==> src/rtl/otter_hazard_ctrl.sv <==
// rtl/otter_hazard_ctrl.sv - OTTER pipeline hazard controller (load-use bubble, branch flush, dmem stall)
// Optional macro HAZ_PERF_CNT_EN adds o_stall_cnt / o_flush_cnt performance counters.
module otter_hazard_ctrl #(
  parameter int MEM_TIMEOUT = 64,
  parameter int CNT_W       = 16
) (
  input  logic        i_clk,
  input  logic        i_rst_n,
  input  logic [4:0]  i_id_rs1,
  input  logic [4:0]  i_id_rs2,
  input  logic        i_id_rs1_used,
  input  logic        i_id_rs2_used,
  input  logic [4:0]  i_ex_rd,
  input  logic        i_ex_regwrite,
  input  logic        i_ex_memread,
  input  logic        i_br_taken,
  input  logic        i_dmem_busy,
  output logic        o_pc_we,
  output logic        o_if_id_we,
  output logic        o_id_ex_we,
  output logic        o_ex_mem_we,
  output logic        o_mem_wb_we,
  output logic        o_if_id_flush,
  output logic        o_id_ex_flush,
  output logic        o_ld_haz,
  output logic        o_timeout_err
`ifdef HAZ_PERF_CNT_EN
  ,
  output logic [31:0] o_stall_cnt,
  output logic [31:0] o_flush_cnt
`endif
);

  typedef enum logic [1:0] {
    ST_RUN      = 2'd0,
    ST_LD_FWD   = 2'd1,
    ST_MEM_WAIT = 2'd2
  } state_t;

  localparam logic [CNT_W-1:0] LP_TMO = CNT_W'(MEM_TIMEOUT);

  state_t           r_state;
  state_t           r_ret;
  logic [CNT_W-1:0] r_cnt;
  logic             r_ld_haz;
  logic             r_timeout_err;

  state_t           w_nxt_state;
  state_t           w_nxt_ret;
  logic [CNT_W-1:0] w_nxt_cnt;
  logic             w_ldu;
  logic             w_decode;
  logic             w_br_flush;
  logic [4:0]       w_we;     // {pc, if_id, id_ex, ex_mem, mem_wb}
  logic [1:0]       w_flush;  // {if_id, id_ex}

  assign w_ldu = i_ex_memread & i_ex_regwrite & (i_ex_rd != 5'd0) &
                 ((i_id_rs1_used & (i_ex_rd == i_id_rs1)) |
                  (i_id_rs2_used & (i_ex_rd == i_id_rs2)));

  always_comb begin
    w_we        = 5'b00000;
    w_flush     = 2'b00;
    w_nxt_state = r_state;
    w_nxt_ret   = r_ret;
    w_decode    = 1'b0;
    w_br_flush  = 1'b0;
    case (r_state)
      ST_RUN, ST_LD_FWD: begin
        if (i_dmem_busy) begin
          w_nxt_state = ST_MEM_WAIT;
          w_nxt_ret   = r_state;
        end else begin
          w_decode = 1'b1;
        end
      end
      ST_MEM_WAIT: begin
        if (!i_dmem_busy) begin
          w_decode = 1'b1;
        end
      end
      default: w_nxt_state = ST_RUN;
    endcase
    if (w_decode) begin
      if (i_br_taken) begin
        w_we        = 5'b11111;
        w_flush     = 2'b11;
        w_nxt_state = ST_RUN;
        w_br_flush  = 1'b1;
      end else if (w_ldu) begin
        w_we        = 5'b00111;
        w_flush     = 2'b01;
        w_nxt_state = ST_LD_FWD;
      end else begin
        w_we        = 5'b11111;
        // A plain release resumes the interrupted state so a pending LD_FWD is not lost
        w_nxt_state = (r_state == ST_MEM_WAIT) ? r_ret : ST_RUN;
      end
    end
    if (!i_rst_n) begin
      w_we    = 5'b00000;
      w_flush = 2'b11;
    end
  end

  always_comb begin
    w_nxt_cnt = '0;
    if (r_state != ST_MEM_WAIT) begin
      w_nxt_cnt = i_dmem_busy ? CNT_W'(1) : '0;
    end else if (i_dmem_busy) begin
      w_nxt_cnt = (r_cnt == LP_TMO) ? r_cnt : r_cnt + CNT_W'(1);
    end
  end

  always_ff @(posedge i_clk or negedge i_rst_n) begin
    if (!i_rst_n) begin
      r_state       <= ST_RUN;
      r_ret         <= ST_RUN;
      r_cnt         <= '0;
      r_ld_haz      <= 1'b0;
      r_timeout_err <= 1'b0;
    end else begin
      r_state  <= w_nxt_state;
      r_ret    <= w_nxt_ret;
      r_cnt    <= w_nxt_cnt;
      r_ld_haz <= (w_nxt_state == ST_LD_FWD) ||
                  ((w_nxt_state == ST_MEM_WAIT) && (w_nxt_ret == ST_LD_FWD));
      if (w_nxt_cnt == LP_TMO) begin
        r_timeout_err <= 1'b1;
      end
    end
  end

  assign o_pc_we       = w_we[4];
  assign o_if_id_we    = w_we[3];
  assign o_id_ex_we    = w_we[2];
  assign o_ex_mem_we   = w_we[1];
  assign o_mem_wb_we   = w_we[0];
  assign o_if_id_flush = w_flush[1];
  assign o_id_ex_flush = w_flush[0];
  assign o_ld_haz      = r_ld_haz;
  assign o_timeout_err = r_timeout_err;

`ifdef HAZ_PERF_CNT_EN
  logic [31:0] r_stall_cnt;
  logic [31:0] r_flush_cnt;

  always_ff @(posedge i_clk or negedge i_rst_n) begin
    if (!i_rst_n) begin
      r_stall_cnt <= '0;
      r_flush_cnt <= '0;
    end else begin
      if (!w_we[4]) begin
        r_stall_cnt <= r_stall_cnt + 32'd1;
      end
      if (w_br_flush) begin
        r_flush_cnt <= r_flush_cnt + 32'd1;
      end
    end
  end

  assign o_stall_cnt = r_stall_cnt;
  assign o_flush_cnt = r_flush_cnt;
`endif

endmodule

==> config.mk <==
export PLATFORM = sky130hd
export DESIGN_NAME = otter_hazard_ctrl
export DESIGN_NICKNAME = d
export VERILOG_FILES = /design/src/rtl/otter_hazard_ctrl.sv
export SDC_FILE = /design/constraint.sdc
export NUM_CORES = 1
export LEC_CHECK = 0
export ABC_AREA = 1
export CAP_MARGIN = 20
export CORE_MARGIN = 1
export CORE_UTILIZATION = 25
export DETAILED_ROUTE_END_ITERATION = 10
export PLACE_DENSITY_LB_ADDON = 0.12
export SYNTH_ARGS = -nofsm -noshare
export SYNTH_HDL_FRONTEND = slang
export SYNTH_SLANG_ARGS = --single-unit
export TNS_END_PERCENT = 1
==> constraint.sdc <==
create_clock -name i_clk -period 2.2 [get_ports i_clk]
set_input_delay 0.22 -clock i_clk [delete_from_list [all_inputs] [get_ports i_clk]]
set_output_delay 0.22 -clock i_clk [all_outputs]
set_load 0.03 [all_outputs]
### Word-level counts from Yosys, hierarchy flattened

Index checks and enable logic that the tools add are counted.

* bits in registers: 22
* bits of input ports: 23
* output and inout bits: 9
* logic and storage cells: 50

* add/sub/neg operators: 1
* equal/unequal tests: 10
* muxes and demuxes: 22
* bitwise logic cells: 6
* reductions and logical operators: 6

Operators by type and width (count)
* 16-bit two-way mux: 3
* 16-bit by 7-bit equality test with 1-bit output (second input constant): 2
* 2-bit two-way mux: 10
* 5-bit two-way mux: 4
* 16-bit by 1-bit adder with 16-bit output (second input constant): 1
* 5-bit equality test: 2
* 2-bit by 1-bit equality test with 1-bit output (second input constant): 3
* 1-bit AND: 5
* 5-bit nonzero test: 1
* 2-bit equality test (second input constant): 2
* 1-bit two-way mux: 4
* 2-bit one-hot mux with 2 select lines: 1
* 3-bit OR reduction: 1
* 2-bit zero test: 1
* 2-bit inequality test (second input constant): 1
* 2-bit OR reduction: 1
* 1-bit logical AND: 1
* 1-bit logical OR: 1
* 1-bit OR: 1

### Depth between registers and ports, before layout

* word-level depth: 10
* mapped depth: 14
* mapped depth without buffers: 14

### Worst setup path after synthesis

No wires, ideal clock.

* path kind: reg2out
* start point: register r_state[0]
* end point: output o_pc_we
* arrival time: 1863 ps
* required time: 1980 ps
* path slack: 117 ps
* stages on the path, launching flop included: 7
* path buffers: 1
* path through: dfrtp_1 -> a21oi_1 -> inv_1 -> nor2_1 -> o21ai_0 -> inv_1 -> buf_4

* cells in the longest elaborated chain, start to end: 5
* elaborated cells between the ends (all ways): 7

Ends and longest elaborated chain
* start: declaration: line 42 `state_t r_state;`
* start signal: assignment: line 123 `r_state <= w_nxt_state;`
* 2-bit equality test, or another cell as far along: line 68 `case (r_state)`
* 3-bit OR reduction (no source line) (*)
* 1-bit two-way mux (*)
* 5-bit two-way mux (*): line 84 `if (w_decode) begin`
* 5-bit two-way mux (*): line 100 `if (!i_rst_n) begin`
* end: declaration: line 18 `output logic o_pc_we,`

Every way passes the cells marked *; elsewhere a longest branch is shown, timed or not.

### Worst setup path after layout

* start point: input i_ex_rd[3]
* end point: output o_pc_we

* cells in the longest elaborated chain, start to end: 8
* elaborated cells between the ends (all ways): 12

Ends and longest elaborated chain
* start: declaration: line 13 `input logic [4:0] i_ex_rd,`
* 5-bit equality test, on equally long branches: line 58, 59
* 1-bit AND, on equally long branches: line 58, 59
* 1-bit OR: line 58 `((i_id_rs1_used & (i_ex_rd == i_id_rs1)) |`
* 1-bit AND (*): line 57 `assign w_ldu = i_ex_memread & i_ex_regwrite & (i_ex_rd != 5'd0) &`
* 5-bit two-way mux (*): line 90 `end else if (w_ldu) begin`
* 5-bit two-way mux (*): line 85 `if (i_br_taken) begin`
* 5-bit two-way mux (*): line 84
* 5-bit two-way mux (*): line 100

Marked as above.

==> metrics.csv <==
metric,value,unit
ios,32,
fmax,0.516,GHz
synth_top_cell_by_area,dfrtp_1,
netlist_area,1680,sq um
ant_nets,0,
grt_pass1_vias,1493,
cp_cell_sequence,clkdlybuf4s50_1 -> inv_1 -> nand2_1 -> nand2_1 -> nor2_1 -> nand3_1 -> nand2_1 -> nand2_1 -> o21ai_0 -> inv_1 -> buf_4,
worstPathArrival,1.72,ns
core_area,6420,sq um
grt_pass1_wl,7.06,mm
die_w,84.0,um
powerDensity,390,nW/um^2
drv_slew,0,
num_rows,29,
clk_path_buf_depth,2,
hpwl,3.46,mm
rsz0062_at_grt,no,
p_leak,1.18,nW
grt-ovfl-total,0,
wl,4.18,mm
cp_max_fo,4,
p_sw,0.221,mW
cts.htree.levels,1,
critPathTopFamily,buffers and inverters,
drive_gt1_share,8.39,%
cts_resized,0,
comb_power_share,18.9,%
insertedDiodeCount,0,
p_seq_share,50.1,%
via_per_inst,4.20,
avgRoutedWirePerCell,10.8,um
min_path_type,in2async,
status,"complete, no violations",
dr_total_vias,1626,
synth_nets,301,
synth-edff-count,0,
yosysWarnings,0,
globalplace.congestion,0.763,
gr-usage-all-layers,12.6,%
timing.setup.tns,0,ns
cp_common_cell,nand2_1,
cp_num_buf_inv,4,
max_slew_margin,79.4,%
cts_tree,built,
io_buffers,31,
drcViolationCount,0,
setup_viol,0,
nFillCells,728,
maxCapViolCount,0,
path_clk_slew,0.08,ns
final.period_utilization,88.1,%
slowest_stage,clkdlybuf4s50_1,
max_stage_delay,0.53,ns
die_height,84.0,um
syn_inst,276,
cp.required,1.98,ns
multi_input_area,892,sq um
cts_sinks,22,
switching_share,26.9,%
crit_type,in2out,
die_area,7050,sq um
antenna_found_initial,0,
dr.first_iter.drc_count,71,
min_period,1.94,ns
root_buffer,clkbuf_8,
synth_area_leaders,"dfrtp_1 (33%), nand2_1 (17%), inv_1 (12%), nor2_1 (12%), nand3_1 (7.7%)",
p_total,0.823,mW
worst_slew_pin_slew,0.307,ns
clock_skew,0.00390,ns
hold_viol,0,
worstSkewPairLatency,0.26,ns
synth.yosys.seq_area_share,32.8,%
initial_core_util,26.1,%
hold_buffers,0,
avgSynthCellArea,6.08,sq um
numCtsBuffers,3,
ys_ff_latch,22,
async_flop_share,100,%
post_cts_buffers,0,
synth_top_area_share,32.8,%
synth_ff_type,dfrtp_1,
nets,337,
grt_max_degree,22,
area_delta_synth_final,25.6,%
crit_path_end_kind,primary output,
seq_area,551,sq um
clockPowerShare,30.9,%
internal-power,0.602,mW
synth_cell_type_count,21,
dr.pass1.iters,4,
start_kind,input pin,
ir_drop,0.000171,V
## worst register-to-register path, cell delays in order, from the launching register on
cell and delay (ns):
dfrtp_1 0.43, inv_1 0.13, ha_1 0.19, inv_1 0.05, nor2_1 0.08, nand2_1 0.07, nor2_1 0.15, nand3_1 0.09
nand3_1 0.09, nand2_1 0.07, nand3_1 0.14, nor2_1 0.06, nand2_1 0.05, nand2_1 0.04
## placed cells by master (no fill, tap or decap)
| cell | count |
|---|---|
| a21oi_1 | 6 |
| a21oi_2 | 2 |
| buf_4 | 11 |
| clkbuf_8 | 3 |
| clkdlybuf4s50_1 | 24 |
| dfrtp_1 | 22 |
| ha_1 | 2 |
| inv_1 | 54 |
| inv_2 | 1 |
| nand2_1 | 75 |
| nand2_2 | 1 |
| nand3_1 | 26 |
| nand3_2 | 2 |
| nand4_1 | 3 |
| nor2_1 | 54 |
| nor2_2 | 3 |
| nor2_8 | 1 |
| nor3_1 | 1 |
| nor3_2 | 1 |
| o21ai_0 | 11 |
| o21ai_1 | 2 |
| or2_2 | 1 |
| xor2_1 | 4 |
## final timing paths
kind                                 end  slack (ns)  cells after the start          start
max in group asynchronous     r_state[1]        1.43                      3        i_rst_n
hold / removal                  o_ld_haz        0.34                      2        i_rst_n
setup reg to reg           o_timeout_err        0.47                     13       r_cnt[0]
setup / recovery                 o_pc_we        0.26                     11     i_ex_rd[3]
min in group i_clk         o_timeout_err        0.48                      2  o_timeout_err
hold reg to reg            o_timeout_err        0.48                      2  o_timeout_err
## cell families (layout without fill, tap and decap cells)
kind of cell / after synthesis / in the layout / synth area share, %
fa+ha+maj: 2 / 2 / 1.49
simple gates: 168 / 168 / 42.8
flops: 22 / 22 / 32.8
compound gates: 21 / 21 / 6.71
buf+inv: 59 / 93 / 14.1
xor+xnor: 4 / 4 / 2.09
## Yosys cell counts (3+ instances only)
| library cell | n |
|---|---|
| dfrtp_1 | 22 |
| nand2_1 | 75 |
| a21oi_1 | 6 |
| o21ai_0 | 11 |
| inv_1 | 54 |
| nand4_1 | 3 |
| nand3_1 | 26 |
| buf_4 | 4 |
| xor2_1 | 4 |
| nor2_1 | 54 |
| nor2_2 | 3 |
## flip-flops by register name, indices dropped and copies added, names as in the netlist
register       count
r_ret              2
o_timeout_err      1
r_cnt             16
r_state            2
o_ld_haz           1
## stage by stage
stage | worst slack, ns | utilization, % | hold slack (ns) | cell area (sq um) | std cells
floorplan | 0.117 | - | -0.0756 | 1680 | 276
global route | 0.119 | 32.8 | 0.336 | 2110 | 387
CTS | 0.238 | 32.8 | 0.350 | 2110 | 387
detailed placement | 0.245 | 32.2 | 0.464 | 2070 | 384
finish | 0.262 | 32.8 | 0.338 | 2110 | 387
global placement | 0.259 | 32.2 | 0.459 | 2070 | 384
## routing by layer
| layer | up-vias | GRT usage, % | routed length [um] |
|---|---|---|---|
| met5 | - | 0 | 0 |
| met3 | 4 | 1.29 | 65 |
| met1 | 703 | 17.5 | 2170 |
| li1 | 903 | - | - |
| met4 | 0 | 3.29 | 46 |
| met2 | 16 | 20.6 | 1910 |
## power groups by stage
stage | Combinational (mW) | Clock (mW) | Sequential (mW)
after floorplan | 0.0777 | 0 | 0.420
after global placement | 0.159 | 0 | 0.421
after detailed placement | 0.159 | 0 | 0.421
after CTS | 0.159 | 0.269 | 0.413
after global routing | 0.174 | 0.282 | 0.414
final | 0.156 | 0.255 | 0.413
## cell type report
cell class,instances,share of cell area (%)
clock buffers,3,1.96
inverters,55,9.79
multi-input cells,195,42.3
flip-flops and latches,22,26.1
well taps,77,4.57
repair buffers,35,15.3
(Power assumes the default switching activity.)
